<file path="config.mk">
export PLATFORM = sky130hd
export DESIGN_NAME = sobel_stream_core_flat
export DESIGN_NICKNAME = d
export VERILOG_FILES = /design/src/rtl/sobel_stream_if.sv /design/src/rtl/sobel_stream_core.sv /design/src/flat_wrapper.sv
export SDC_FILE = /design/constraint.sdc
export NUM_CORES = 1
export LEC_CHECK = 0
export ABC_AREA = 1
export BUFFER_PORTS_ARGS = -buffer_cell sky130_fd_sc_hd__clkbuf_2
export CAP_MARGIN = 20
export CELL_PAD_IN_SITES_DETAIL_PLACEMENT = 1
export CELL_PAD_IN_SITES_GLOBAL_PLACEMENT = 1
export CORE_ASPECT_RATIO = 0.6
export CORE_MARGIN = 2
export CORE_UTILIZATION = 47
export DETAILED_ROUTE_END_ITERATION = 6
export GPL_TIMING_DRIVEN = 0
export MAX_ROUTING_LAYER = met4
export PLACE_DENSITY = 0.94
export SLEW_MARGIN = 20
export SYNTH_ARGS = -nofsm -noshare
export SYNTH_HDL_FRONTEND = slang
export SYNTH_SLANG_ARGS = --single-unit
export TNS_END_PERCENT = 50
</file>
<file path="constraint.sdc">
create_clock -name sys_clk_i -period 3 [get_ports sys_clk_i]
set_input_delay 0 -clock sys_clk_i [delete_from_list [all_inputs] [get_ports sys_clk_i]]
set_output_delay 0 -clock sys_clk_i [all_outputs]
set_load 0.02 [all_outputs]
</file>
<file path="src/rtl/sobel_stream_if.sv">
// Stream bundle for sobel_stream_core: window/config in, edge pixel/direction out.
// Handshake: a beat moves when valid and ready are both high on a rising clock edge.
// The sender keeps valid and payload stable until that edge.
interface sobel_stream_if #(
  parameter int DATA_W = 8
);
  logic [DATA_W-1:0] data_0_i, data_1_i, data_2_i;
  logic [DATA_W-1:0] data_3_i, data_4_i, data_5_i;
  logic [DATA_W-1:0] data_6_i, data_7_i, data_8_i;
  logic              valid_i;
  logic              ready_o;
  logic [1:0]        mode_i;
  logic [DATA_W-1:0] thresh_i;
  logic              valid_o;
  logic              ready_i;
  logic [DATA_W-1:0] grey_o;
  logic [1:0]        dir_o;

  modport master (
    output data_0_i, data_1_i, data_2_i, data_3_i, data_4_i,
    output data_5_i, data_6_i, data_7_i, data_8_i,
    output valid_i, mode_i, thresh_i, ready_i,
    input  ready_o, valid_o, grey_o, dir_o
  );

  modport slave (
    input  data_0_i, data_1_i, data_2_i, data_3_i, data_4_i,
    input  data_5_i, data_6_i, data_7_i, data_8_i,
    input  valid_i, mode_i, thresh_i, ready_i,
    output ready_o, valid_o, grey_o, dir_o
  );
endinterface

</file>
<file path="src/rtl/sobel_stream_core.sv">
// Four-stage Sobel gradient/threshold pipeline with global stall and a saturating edge counter.
// Define SOBEL_DIR_EN to compute the quantised gradient direction on dir_o.
module sobel_stream_core #(
  parameter int DATA_W = 8,
  parameter int CNT_W  = 16
) (
  input  logic             sys_clk_i,
  input  logic             sys_rst_i,
  input  logic             clr_i,
  output logic [CNT_W-1:0] edge_cnt_o,
  sobel_stream_if.slave    bus
);
  localparam int GW = DATA_W + 2;
  localparam int MW = DATA_W + 3;

  logic              en;
  logic [3:0]        vld_q, vld_d;
  logic [GW-1:0]     gpx_q, gpx_d, gnx_q, gnx_d, gpy_q, gpy_d, gny_q, gny_d;
  logic [1:0]        mode1_q, mode1_d, mode2_q, mode2_d;
  logic [DATA_W-1:0] thr1_q, thr1_d, thr2_q, thr2_d, thr3_q, thr3_d;
  logic [GW-1:0]     gdx_q, gdx_d, gdy_q, gdy_d;
  logic [MW-1:0]     m_q, m_d;
  logic [DATA_W-1:0] grey_q, grey_d;
  logic [CNT_W-1:0]  cnt_q, cnt_d, cnt_base;
`ifdef SOBEL_DIR_EN
  logic              sx_q, sx_d, sy_q, sy_d;
  logic [1:0]        dir3_q, dir3_d, dir_q, dir_d;
`endif

  // The whole pipe advances together; a held output freezes every stage.
  assign en          = bus.ready_i | ~vld_q[3];
  assign bus.ready_o = en;
  assign bus.valid_o = vld_q[3];
  assign bus.grey_o  = grey_q;
  assign edge_cnt_o  = cnt_q;
`ifdef SOBEL_DIR_EN
  assign bus.dir_o   = dir_q;
`else
  assign bus.dir_o   = 2'b00;
`endif

  always_comb begin
    vld_d   = vld_q;
    gpx_d   = gpx_q;
    gnx_d   = gnx_q;
    gpy_d   = gpy_q;
    gny_d   = gny_q;
    mode1_d = mode1_q;
    thr1_d  = thr1_q;
    gdx_d   = gdx_q;
    gdy_d   = gdy_q;
    mode2_d = mode2_q;
    thr2_d  = thr2_q;
    m_d     = m_q;
    thr3_d  = thr3_q;
    grey_d  = grey_q;
`ifdef SOBEL_DIR_EN
    sx_d    = sx_q;
    sy_d    = sy_q;
    dir3_d  = dir3_q;
    dir_d   = dir_q;
`endif
    if (en) begin
      vld_d   = {vld_q[2:0], bus.valid_i};
      gpx_d   = {2'b00, bus.data_0_i} + {1'b0, bus.data_3_i, 1'b0} + {2'b00, bus.data_6_i};
      gnx_d   = {2'b00, bus.data_2_i} + {1'b0, bus.data_5_i, 1'b0} + {2'b00, bus.data_8_i};
      gpy_d   = {2'b00, bus.data_0_i} + {1'b0, bus.data_1_i, 1'b0} + {2'b00, bus.data_2_i};
      gny_d   = {2'b00, bus.data_6_i} + {1'b0, bus.data_7_i, 1'b0} + {2'b00, bus.data_8_i};
      mode1_d = bus.mode_i;
      thr1_d  = bus.thresh_i;

      gdx_d   = (gpx_q >= gnx_q) ? (gpx_q - gnx_q) : (gnx_q - gpx_q);
      gdy_d   = (gpy_q >= gny_q) ? (gpy_q - gny_q) : (gny_q - gpy_q);
      mode2_d = mode1_q;
      thr2_d  = thr1_q;
`ifdef SOBEL_DIR_EN
      sx_d    = (gpx_q >= gnx_q);
      sy_d    = (gpy_q >= gny_q);
`endif

      case (mode2_q)
        2'b00:   m_d = {1'b0, gdx_q} + {1'b0, gdy_q};
        2'b01:   m_d = (gdx_q >= gdy_q) ? {1'b0, gdx_q} : {1'b0, gdy_q};
        2'b10:   m_d = {1'b0, gdx_q};
        default: m_d = {1'b0, gdy_q};
      endcase
      thr3_d  = thr2_q;
`ifdef SOBEL_DIR_EN
      if ({1'b0, gdx_q} >= {gdy_q, 1'b0})      dir3_d = 2'b00;
      else if ({1'b0, gdy_q} >= {gdx_q, 1'b0}) dir3_d = 2'b01;
      else if (sx_q == sy_q)                   dir3_d = 2'b10;
      else                                     dir3_d = 2'b11;
      dir_d   = dir3_q;
`endif

      // m at or below the threshold fits in DATA_W bits, so the slice is exact.
      grey_d  = (m_q > {3'b000, thr3_q}) ? {DATA_W{1'b1}} : m_q[DATA_W-1:0];
    end

    cnt_base = clr_i ? '0 : cnt_q;
    cnt_d    = cnt_base;
    if (vld_q[3] && bus.ready_i && (grey_q == {DATA_W{1'b1}}) && (cnt_base != {CNT_W{1'b1}}))
      cnt_d = cnt_base + 1'b1;
  end

  always_ff @(posedge sys_clk_i) begin
    if (sys_rst_i) begin
      vld_q   <= '0;
      gpx_q   <= '0;
      gnx_q   <= '0;
      gpy_q   <= '0;
      gny_q   <= '0;
      mode1_q <= '0;
      thr1_q  <= '0;
      gdx_q   <= '0;
      gdy_q   <= '0;
      mode2_q <= '0;
      thr2_q  <= '0;
      m_q     <= '0;
      thr3_q  <= '0;
      grey_q  <= '0;
      cnt_q   <= '0;
`ifdef SOBEL_DIR_EN
      sx_q    <= 1'b0;
      sy_q    <= 1'b0;
      dir3_q  <= '0;
      dir_q   <= '0;
`endif
    end else begin
      vld_q   <= vld_d;
      gpx_q   <= gpx_d;
      gnx_q   <= gnx_d;
      gpy_q   <= gpy_d;
      gny_q   <= gny_d;
      mode1_q <= mode1_d;
      thr1_q  <= thr1_d;
      gdx_q   <= gdx_d;
      gdy_q   <= gdy_d;
      mode2_q <= mode2_d;
      thr2_q  <= thr2_d;
      m_q     <= m_d;
      thr3_q  <= thr3_d;
      grey_q  <= grey_d;
      cnt_q   <= cnt_d;
`ifdef SOBEL_DIR_EN
      sx_q    <= sx_d;
      sy_q    <= sy_d;
      dir3_q  <= dir3_d;
      dir_q   <= dir_d;
`endif
    end
  end
endmodule

</file>
<file path="src/flat_wrapper.sv">
// flat-port wrapper written by rule: the top's interface ports become plain ports
module sobel_stream_core_flat 
#(
  parameter int DATA_W = 8,
  parameter int CNT_W  = 16
)
  (sys_clk_i, sys_rst_i, clr_i, edge_cnt_o, bus_data_0_i, bus_data_1_i, bus_data_2_i, bus_data_3_i, bus_data_4_i, bus_data_5_i, bus_data_6_i, bus_data_7_i, bus_data_8_i, bus_valid_i, bus_mode_i, bus_thresh_i, bus_ready_i, bus_ready_o, bus_valid_o, bus_grey_o, bus_dir_o);
  sobel_stream_if #(.DATA_W(DATA_W)) bus_i ();
  input  logic sys_clk_i;
  input  logic sys_rst_i;
  input  logic clr_i;
  output logic [CNT_W-1:0] edge_cnt_o;
  input wire logic [$bits(bus_i.data_0_i)-1:0] bus_data_0_i;
  input wire logic [$bits(bus_i.data_1_i)-1:0] bus_data_1_i;
  input wire logic [$bits(bus_i.data_2_i)-1:0] bus_data_2_i;
  input wire logic [$bits(bus_i.data_3_i)-1:0] bus_data_3_i;
  input wire logic [$bits(bus_i.data_4_i)-1:0] bus_data_4_i;
  input wire logic [$bits(bus_i.data_5_i)-1:0] bus_data_5_i;
  input wire logic [$bits(bus_i.data_6_i)-1:0] bus_data_6_i;
  input wire logic [$bits(bus_i.data_7_i)-1:0] bus_data_7_i;
  input wire logic [$bits(bus_i.data_8_i)-1:0] bus_data_8_i;
  input wire logic [$bits(bus_i.valid_i)-1:0] bus_valid_i;
  input wire logic [$bits(bus_i.mode_i)-1:0] bus_mode_i;
  input wire logic [$bits(bus_i.thresh_i)-1:0] bus_thresh_i;
  input wire logic [$bits(bus_i.ready_i)-1:0] bus_ready_i;
  output wire logic [$bits(bus_i.ready_o)-1:0] bus_ready_o;
  output wire logic [$bits(bus_i.valid_o)-1:0] bus_valid_o;
  output wire logic [$bits(bus_i.grey_o)-1:0] bus_grey_o;
  output wire logic [$bits(bus_i.dir_o)-1:0] bus_dir_o;
  assign bus_i.data_0_i = bus_data_0_i;
  assign bus_i.data_1_i = bus_data_1_i;
  assign bus_i.data_2_i = bus_data_2_i;
  assign bus_i.data_3_i = bus_data_3_i;
  assign bus_i.data_4_i = bus_data_4_i;
  assign bus_i.data_5_i = bus_data_5_i;
  assign bus_i.data_6_i = bus_data_6_i;
  assign bus_i.data_7_i = bus_data_7_i;
  assign bus_i.data_8_i = bus_data_8_i;
  assign bus_i.valid_i = bus_valid_i;
  assign bus_i.mode_i = bus_mode_i;
  assign bus_i.thresh_i = bus_thresh_i;
  assign bus_i.ready_i = bus_ready_i;
  assign bus_ready_o = bus_i.ready_o;
  assign bus_valid_o = bus_i.valid_o;
  assign bus_grey_o = bus_i.grey_o;
  assign bus_dir_o = bus_i.dir_o;
  sobel_stream_core #(.DATA_W(DATA_W), .CNT_W(CNT_W)) u_core (.sys_clk_i(sys_clk_i), .sys_rst_i(sys_rst_i), .clr_i(clr_i), .edge_cnt_o(edge_cnt_o), .bus(bus_i));
endmodule
</file>
==> out/metrics.cfg <==
[outcome]
status = finished, final reports clean

[worst_setup_path]
cp.depth = 13
crit_chain = ha_1 > nand2_1 > inv_1 > nand2_1 > nand2_1 > nand2_1 > nand3_2 > nand2_1 > nand2_1 > nand3_1 > nand2_1 > nor2_1 > nor2_1
critPathBufInv = 1
crit_fanout = 8
worst_setup_path_end_kind = register
cp.arrival_ps = 3080
critPathTopFamily = simple AND/OR/NAND/NOR gates
slowest_delay_ps = 560
crit_required_ps = 3330
path_common_cell = nand2_1
ff2ff_path_depth = 13
slowest_stage = dfxtp_1
critPathKind = register to register
critPathLaunchType = register

[power_and_ir_drop]
p_total_mw = 9.84
seq_power_share_pct = 24.7
power.leakage_nw = 5.90
swShare_pct = 49.7
internal_power_mw = 4.95
worst_ir_drop_vdd_mv = 0.493
powerDensity_mw_per_mm2 = 828
power_frac_comb_pct = 53.6
clockPowerShare_pct = 21.7
p_switching_mw = 4.89

[sta]
slew_headroom_pct = 32.3
clock_skew_ps = 10.7
setup_viol = 0
min_period_over_period_pct = 91.7
hold_viol = 0
fin_crit_ps = 2750
worst_pin_slew_ps = 1020
rsz0062_at_grt = no
fmax_mhz = 364
fin_tns_setup_ps = 0
slew_violations = 0

[hold_path]
worstHoldPathType = primary input to register
hold_depth = 4

[global_route]
grt_pass1_wl_mm = 67.5
grt.total_usage_pct = 39.1
grt_util_met2_pct = 58.5
grt_pass1_vias = 11800
grt_start_max_net_pins = 17
grt.busiest_layer = met2
antenna_found_initial = 0
use_met3_pct = 7.96
grt_overflow = 0
use_met1_pct = 52.5

[synthesis]
ys_seq_elements = 127
synth_ff_type = dfxtp_1
yosysTopAreaCell = dfxtp_1
async_reset_ff_share_pct = 0
syn_avg_cell_area_um2 = 7.08
synth_area_mm2 = 0.0103
synth.area.top_cells = dfxtp_1, ha_1, nand2_1, inv_1, fa_1
synthCells = 1459
ys_types = 51
synth_top_area_share_pct = 24.6
synth-edff-count = 0
seq_area_frac_synth_pct = 24.6
yosysWarnings = 0

[floorplanning]
ioPinCount = 115
fp.dieH_um = 119
start_util_pct = 48.5
rows = 41
fp.dieArea_mm2 = 0.0232
core_mm2 = 0.0213
die_w_um = 195

[placed_design]
dp_hpwl_mm = 31.5
placed_cells = 1843
gp_congestion = 1.00
io_buffers = 104

[cts]
post-cts-setup-buffers = 0
clk_pin_slew_ps = 60
holdBufCountCts = 12
cts.root.buffer_cell = clkbuf_16
htreeDepth = 4
post_cts_resize_count = 0
cts_made_buffers = 17
cts_tree = built
clkSinkCount = 127
insertion_delay_ps = 450
clk_path_buf_depth = 2

[layout]
drive_gt1_share_pct = 13.4
layout_common_cells = nand2_1, inv_1, a21oi_1, dfxtp_1, o21ai_0
fillers = 2786
antenna_cells = 0
layout_commonest_cell = nand2_1
fin_util_pct = 55.9
layout.cells.non_filler = 1887
nNetsFinal = 1822
area_delta_synth_final_pct = 15.2

[detailed_routing]
wl_per_cell_um = 22.8
drt-pass1-iter-count = 6
wirelength_mm = 43.0
drc = 0
vias = 11200
drt_iter0_drc = 1076
vias_per_cell = 5.91
drtAntennaViolNets = 0

[flow_run]
drv_cap = 0

==> registers in the layout, indices dropped and copies added, names as in the netlist <==
signal             cells
u_core.mode1_q         2
u_core.bus.grey_o      8
u_core.gdy_q          10
u_core.gpx_q          10
u_core.thr1_q          8
u_core.thr3_q          8
u_core.gny_q          10
u_core.gnx_q          10
u_core.gpy_q          10
u_core.m_q            11
u_core.gdx_q          10
u_core.edge_cnt_o     16
u_core.vld_q           4
u_core.thr2_q          8
u_core.mode2_q         2
==> power by group through the flow <==
stage	Sequential, mW	Combinational (mW)	Clock (mW)
2_1_floorplan	2.32	3.39	0
3_3_place_gp	2.40	4.55	0
3_5_place_dp	2.42	4.82	0
4_1_cts	2.40	5.10	2.11
5_1_grt	2.45	5.79	2.18
6_report	2.43	5.27	2.14
==> Yosys cell counts, types with 5 or more instances <==
master	count
a21oi_1	127
a21oi_2	12
clkbuf_1	36
clkbuf_2	5
dfxtp_1	127
fa_1	37
ha_1	103
inv_1	202
nand2_1	284
nand2_2	13
nand3_1	86
nand3b_1	5
nand4_1	21
nor2_1	120
nor2_2	8
nor2_4	8
nor3_1	7
o211ai_1	9
o21a_1	5
o21ai_0	122
o21ai_1	8
o21bai_1	9
or2_2	9
xnor2_1	15
xor2_1	37
==> per-stage QoR <==
stage / setup WS, ps / hold slack (ps) / instance area [um2]
detailed placement: 337 / 241 / 11200
finish: 250 / 25.3 / 11900
floorplan: 959 / 69.1 / 10300
global placement: 453 / 229 / 11200
global route: 130 / 54.4 / 11900
CTS: 353 / 12.0 / 11900
==> tightest hold or removal path, delay by kind of cell <==
family	cells	cell delay, ps
adder cells (fa/ha/maj)	1	130
AO/OA/AOI/OAI	2	200
buffers and inverters	1	100
==> layout make-up <==
cell class	count	area (um2)	share of cell area, %
Sequential cell	127	2540	21.4
Timing Repair Buffer	116	641	5.39
Buffer	51	250	2.10
Tap cell	279	349	2.94
Clock inverter	13	129	1.08
Inverter	209	797	6.70
Multi-Input combinational cell	1073	6740	56.7
Clock buffer	19	443	3.73
==> cells by family after synthesis <==
| group | after synthesis | share of synthesized area [%] |
|---|---|---|
| and+or+nand+nor | 576 | 25.2 |
| DFF | 127 | 24.6 |
| xor gates and xnor gates | 52 | 4.41 |
| other | 1 | 0.0363 |
| AOI/OAI and AO/OA | 303 | 16.0 |
| buffers and inverters | 260 | 10.1 |
| adders and majority gates | 140 | 19.7 |
==> final timing paths <==
kind / end / slack [ps] / from
worst min register to register: u_core.thr3_q[3] / 460 / u_core.thr3_q[3]
worst min-delay path: u_core.gny_q[0] / 30 / bus_data_8_i[0]
worst max-delay path: u_core.m_q[5] / 250 / u_core.gdx_q[5]
worst max register to register: u_core.m_q[5] / 250 / u_core.gdx_q[5]
==> metal layers <==
layer,vias to the layer above,wire (um)
met1,5484,19100
met2,555,18600
met5,-,0
li1,4988,-
met4,0,1320
met3,127,3960
Power figures use the tool's default switching activity.
